===== src/rtl/uart_rx_ctrl.sv =====
// Receive controller: watches a byte-level UART receiver, buffers completed
// bytes in a small FIFO and recovers the receiver when a frame stalls.
module uart_rx_ctrl #(
  parameter int DEPTH = 4,
  parameter int TMO   = 20
) (
  input  logic                     bclk,
  input  logic                     rst,
  input  logic                     en,
  input  logic                     rx_rdy,
  input  logic                     d_rdy,
  input  logic [7:0]               din,
  output logic                     rx_rst,
  input  logic                     rd_req,
  output logic                     rd_ack,
  output logic [7:0]               dout,
  output logic                     empty,
  output logic                     full,
  output logic [$clog2(DEPTH):0]   count,
  output logic                     ovr_err,
  output logic                     frm_err,
  input  logic                     err_clr
);

  localparam int AW = $clog2(DEPTH);
  localparam int CW = AW + 1;
  localparam int TW = $clog2(TMO + 1);

  typedef enum logic [1:0] {IDLE, BUSY, RECOVER, WAIT_IDLE} state_t;

  state_t          state_reg;
  logic [TW-1:0]   tmo_cnt_reg;
  logic            rx_rdy_q;
  logic [AW-1:0]   wptr_reg;
  logic [AW-1:0]   rptr_reg;
  logic [7:0]      mem [DEPTH];

  logic            rise;
  logic            done;
  logic            tmo_hit;
  logic            wr_req;
  logic            wr_en;
  logic            rd_en;
  logic            ovr_set;
  logic            frm_set;
  logic [CW-1:0]   count_next;

  assign rise    = rx_rdy & ~rx_rdy_q;
  assign done    = (state_reg == BUSY) & rise;
  assign tmo_hit = (state_reg == BUSY) & ~rx_rdy & (tmo_cnt_reg == TW'(TMO - 1));
  assign wr_req  = done & d_rdy & en;
  assign rd_en   = rd_req & ~empty;
  // A full FIFO still accepts a byte when a pop frees the slot this cycle.
  assign wr_en   = wr_req & (~full | rd_en);
  assign ovr_set = wr_req & full & ~rd_en;
  assign frm_set = (done & ~d_rdy) | tmo_hit;

  always_comb begin
    count_next = count;
    if (wr_en && !rd_en)
      count_next = count + CW'(1);
    else if (rd_en && !wr_en)
      count_next = count - CW'(1);
  end

  always_ff @(posedge bclk or posedge rst) begin
    if (rst) begin
      state_reg   <= IDLE;
      tmo_cnt_reg <= '0;
      rx_rdy_q    <= 1'b1;
      rx_rst      <= 1'b0;
    end else begin
      rx_rdy_q <= rx_rdy;
      rx_rst   <= 1'b0;
      case (state_reg)
        IDLE: begin
          if (!rx_rdy) begin
            state_reg   <= BUSY;
            tmo_cnt_reg <= '0;
          end
        end
        BUSY: begin
          tmo_cnt_reg <= tmo_cnt_reg + TW'(1);
          if (rise) begin
            state_reg <= IDLE;
          end else if (tmo_hit) begin
            state_reg <= RECOVER;
            rx_rst    <= 1'b1;
          end
        end
        RECOVER:   state_reg <= WAIT_IDLE;
        WAIT_IDLE: if (rx_rdy) state_reg <= IDLE;
        default:   state_reg <= IDLE;
      endcase
    end
  end

  // Storage has no reset so it maps onto distributed/block RAM.
  always_ff @(posedge bclk) begin
    if (wr_en)
      mem[wptr_reg] <= din;
  end

  always_ff @(posedge bclk or posedge rst) begin
    if (rst) begin
      wptr_reg <= '0;
      rptr_reg <= '0;
      count    <= '0;
      empty    <= 1'b1;
      full     <= 1'b0;
      rd_ack   <= 1'b0;
      dout     <= 8'h00;
      ovr_err  <= 1'b0;
      frm_err  <= 1'b0;
    end else begin
      rd_ack <= rd_en;
      if (rd_en) begin
        dout     <= mem[rptr_reg];
        rptr_reg <= rptr_reg + AW'(1);
      end
      if (wr_en)
        wptr_reg <= wptr_reg + AW'(1);
      count   <= count_next;
      empty   <= (count_next == '0);
      full    <= (count_next == CW'(DEPTH));
      // Set events take priority over a same-cycle clear.
      ovr_err <= (ovr_err & ~err_clr) | ovr_set;
      frm_err <= (frm_err & ~err_clr) | frm_set;
    end
  end

endmodule


===== config.mk =====
export PLATFORM = sky130hd
export DESIGN_NAME = uart_rx_ctrl
export DESIGN_NICKNAME = d
export VERILOG_FILES = /design/src/rtl/uart_rx_ctrl.sv
export SDC_FILE = /design/constraint.sdc
export NUM_CORES = 1
export LEC_CHECK = 0
export ABC_AREA = 1
export BUFFER_PORTS_ARGS = -buffer_cell sky130_fd_sc_hd__buf_2
export CAP_MARGIN = 10
export CORE_MARGIN = 2
export CORE_UTILIZATION = 57
export CTS_BUF_LIST = sky130_fd_sc_hd__clkbuf_16
export CTS_CLUSTER_DIAMETER = 150
export DETAILED_ROUTE_END_ITERATION = 6
export HOLD_SLACK_MARGIN = 0.06
export PLACE_DENSITY = 0.79
export SLEW_MARGIN = 20
export SYNTH_ARGS = -nofsm -noshare
export SYNTH_HDL_FRONTEND = slang
export SYNTH_SLANG_ARGS = --single-unit

===== constraint.sdc =====
create_clock -name bclk -period 2.5 [get_ports bclk]
set_clock_uncertainty 0.15 [all_clocks]
set_input_delay 0.125 -clock bclk [delete_from_list [all_inputs] [get_ports bclk]]
set_output_delay 0.125 -clock bclk [all_outputs]
set_load 0.05 [all_outputs]

==> flow_summary_export.csv <==
group,metric,value,unit
outcome,status,"finished, final reports clean",
placement,place_congestion,0.841,
power,power_frac_seq,35.5,%
floorplanning,initial_core_util,59.2,%
power,clkPwrFrac,31.2,%
sta,max-slew-margin-rel,47.0,%
routing,wl,4880,um
synthesis,yosys-top-cells-count,"53 x nor2_1, 32 x edfxtp_1, 27 x dfrtp_1",
final_layout,final_cell_area,3240,um^2
routing,ant_nets,0,
worst_hold_path,min_path_type,"in -> reg",
placement,port_buffers,31,
worst_setup_path,critPathMaxFanout,8,
clock_network,cts_num_sinks,61,
final_layout,largest_reg_flops,32,
clock_network,clk_pin_slew_worst_paths,0.05,ns
routing,drt_iter0_markers,78,
routing,num_vias,1804,
clock_network,cts-root-buf,"clkbuf_16",
power,p_int,2.52,mW
power,p_sw,1.56,mW
run,max-cap-violations,0,
synthesis,yosysSeqAreaShare,65.5,%
clock_network,cts_buffer_depth,2,
worst_setup_path,crit_required,2.37,ns
routing,viasPerCell,5.20,
synthesis,synth_edf_count,32,
synthesis,synth_top_area_share,37.3,%
sta,rsz0062_at_grt,"false",
final_layout,finalNonFillerCells,347,
final_layout,antennaDiodeCount,0,
clock_network,post_cts_buffers,0,
synthesis,synth.area.top_cells,"edfxtp_1 37%, dfrtp_1 26%, nor2_1 7.7%, o21ai_0 3.7%, ha_1 3.4%",
global_route,grt_max_degree,23,
worst_setup_path,end_kind,"flip-flop",
floorplanning,die_x,71.2,um
floorplanning,die_h,71.2,um
synthesis,async_flop_share,47.5,%
worst_setup_path,cp.arrival,1.78,ns
synthesis,syn_avg_cell_area,10.9,um^2
synthesis,post-synth-top-count-cell,"nor2_1",
final_layout,nNetsFinal,312,
final_layout,drive_gt1_share,21.7,%
sta,hold_slack,0.111,ns
synthesis,yosysUniqueCellTypes,28,
power,switching_share,38.3,%
clock_network,ctsHtreeMaxLevel,3,
clock_network,ctsHoldBuffers,12,
power,comb_power_share,33.3,%
sta,setup_viol,0,
clock_network,worstSkewPairLatency,0.32,ns
global_route,grt_pass1_wl,8030,um
placement,dp_hpwl,3100,um
final_layout,fill_cells,269,
sta,fin_setup_tns,0,ns
power,power_density,1260,nW/um^2
worst_setup_path,worstSetupStartpointType,"input pin",
power,ir_worst_vdd,0.689,mV
floorplanning,rows,24,
power,p_leak,1.45,nW
global_route,grt-ovfl-total,0,
synthesis,synthFlopType,"edfxtp_1",
synthesis,synth_seq_cells,61,
sta,max_freq,523,MHz
synthesis,yosys_warnings,0,
floorplanning,core,4350,um^2
routing,drt-wirelength-per-cell,14.1,um
clock_network,cts_resized,0,
synthesis,yosys.area.top_type,"edfxtp_1",
floorplanning,dieArea,5080,um^2
sta,period_needed,1.91,ns
routing,drtPass1Iterations,4,
sta,period_share,76.4,%
sta,finalHoldViolations,0,
clock_network,cts_buffers,9,
routing,drc_errors,0,
final_layout,areaGrowthSynthToFinish,25.8,%
synthesis,synthCells,236,
clock_network,cts_tree,"done",
placement,dpl_cell_area,2810,um^2
sta,maxSlewViolCount,0,
synthesis,synthesis.nets,258,
sta,worst_pin_slew,0.795,ns
global_route,grt_pass1_vias,1794,
placement,place_inst,319,
worst_setup_path,critPathKind,"in -> reg",
global_route,antenna_found_initial,0,
global_route,grt_use_total,21.7,%
floorplanning,pin_count,32,
synthesis,syn-cell-area,2580,um^2
[power groups by stage]
stage                     registers (mW)  logic (mW)  clock network [mW]
after floorplan                     1.78       0.703                   0
after global placement              1.46        1.31                   0
final                               1.45        1.36                1.27
after global routing                1.49        1.50                1.32
after detailed placement            1.46        1.34                   0
after CTS                           1.45        1.36                1.28
[cell usage in the layout (no fill, tap or decap), types with 2 or more instances in the layout]
cell type	instances
xor2_1	4
bufinv_16	2
inv_2	3
edfxtp_1	32
nand4_1	4
dlygate4sd3_1	12
a31oi_1	9
dfrtp_1	27
dfstp_2	2
buf_2	31
ha_1	7
nand2_1	20
nand2_2	3
mux2i_1	2
o21ai_0	19
clkbuf_16	9
clkinv_2	3
buf_4	6
inv_1	24
nor2_1	53
nand3_1	12
[final timing paths]
path | startpoint | to | slack (ns) | cells past startpoint
setup / recovery | rx_rdy | mem[0][4] | 0.59 | 9
hold / removal | en | ovr_err | 0.11 | 5
setup reg to reg | state_reg[0] | mem[0][4] | 0.62 | 7
hold reg to reg | ovr_err | ovr_err | 0.33 | 2
max in group asynchronous | rst | wptr_reg[1] | 1.20 | 4
min in group asynchronous | rst | dout[0] | 0.36 | 3
[cells by family (layout without fill, tap and decap cells)]
logic type               count (synthesis)  in the layout  share of synthesized area (%)
adder cells (fa/ha/maj)                  7              7                           3.40
buffers and inverters                   32             91                           4.90
XOR/XNOR                                 4              4                           1.36
AO/OA/AOI/OAI                           31             31                           6.70
flip-flops                              61             61                           65.5
multiplexers                             2              2                          0.777
AND/OR/NAND/NOR                         99             99                           17.3
[metrics by stage]
stage                     power [mW]  utilization (%)  worst slack, ns
after detailed placement        2.80             64.6            0.651
after floorplan                 2.49                -            0.656
final                           4.08             74.5            0.590
after global routing            4.31             74.5            0.442
after global placement          2.76             64.6            0.665
after CTS                       4.09             74.5            0.575
[area by class of cell]
class                      instances  area, um^2  share of cell area, %
sequential                        61        1690                   52.1
multi-input combinational        143         762                   23.5
timing repair buffer              49         320                   9.88
clock buffer                       9         225                   6.95
inverter                          26        97.6                   3.01
clock inverter                     7        82.6                   2.55
tap                               52        65.1                   2.01
[worst max-delay path, stage by stage]
cell and delay (ns):
dlygate4sd3_1 0.52, buf_2 0.12, inv_1 0.09, nor2_1 0.19
nand3_4 0.13, clkinv_1 0.09, nand2_1 0.16, nor2_1 0.15
buf_4 0.20
[per-layer routing]
| metal | routed length, um | GRT usage (%) | up-vias |
|---|---|---|---|
| li1 | - | - | 897 |
| met1 | 2010 | 25.0 | 847 |
| met2 | 2540 | 36.4 | 47 |
| met3 | 200 | 5.06 | 13 |
| met4 | 123 | 14.0 | 0 |
| met5 | 0 | 0 | - |
(Power assumes the default switching activity.)
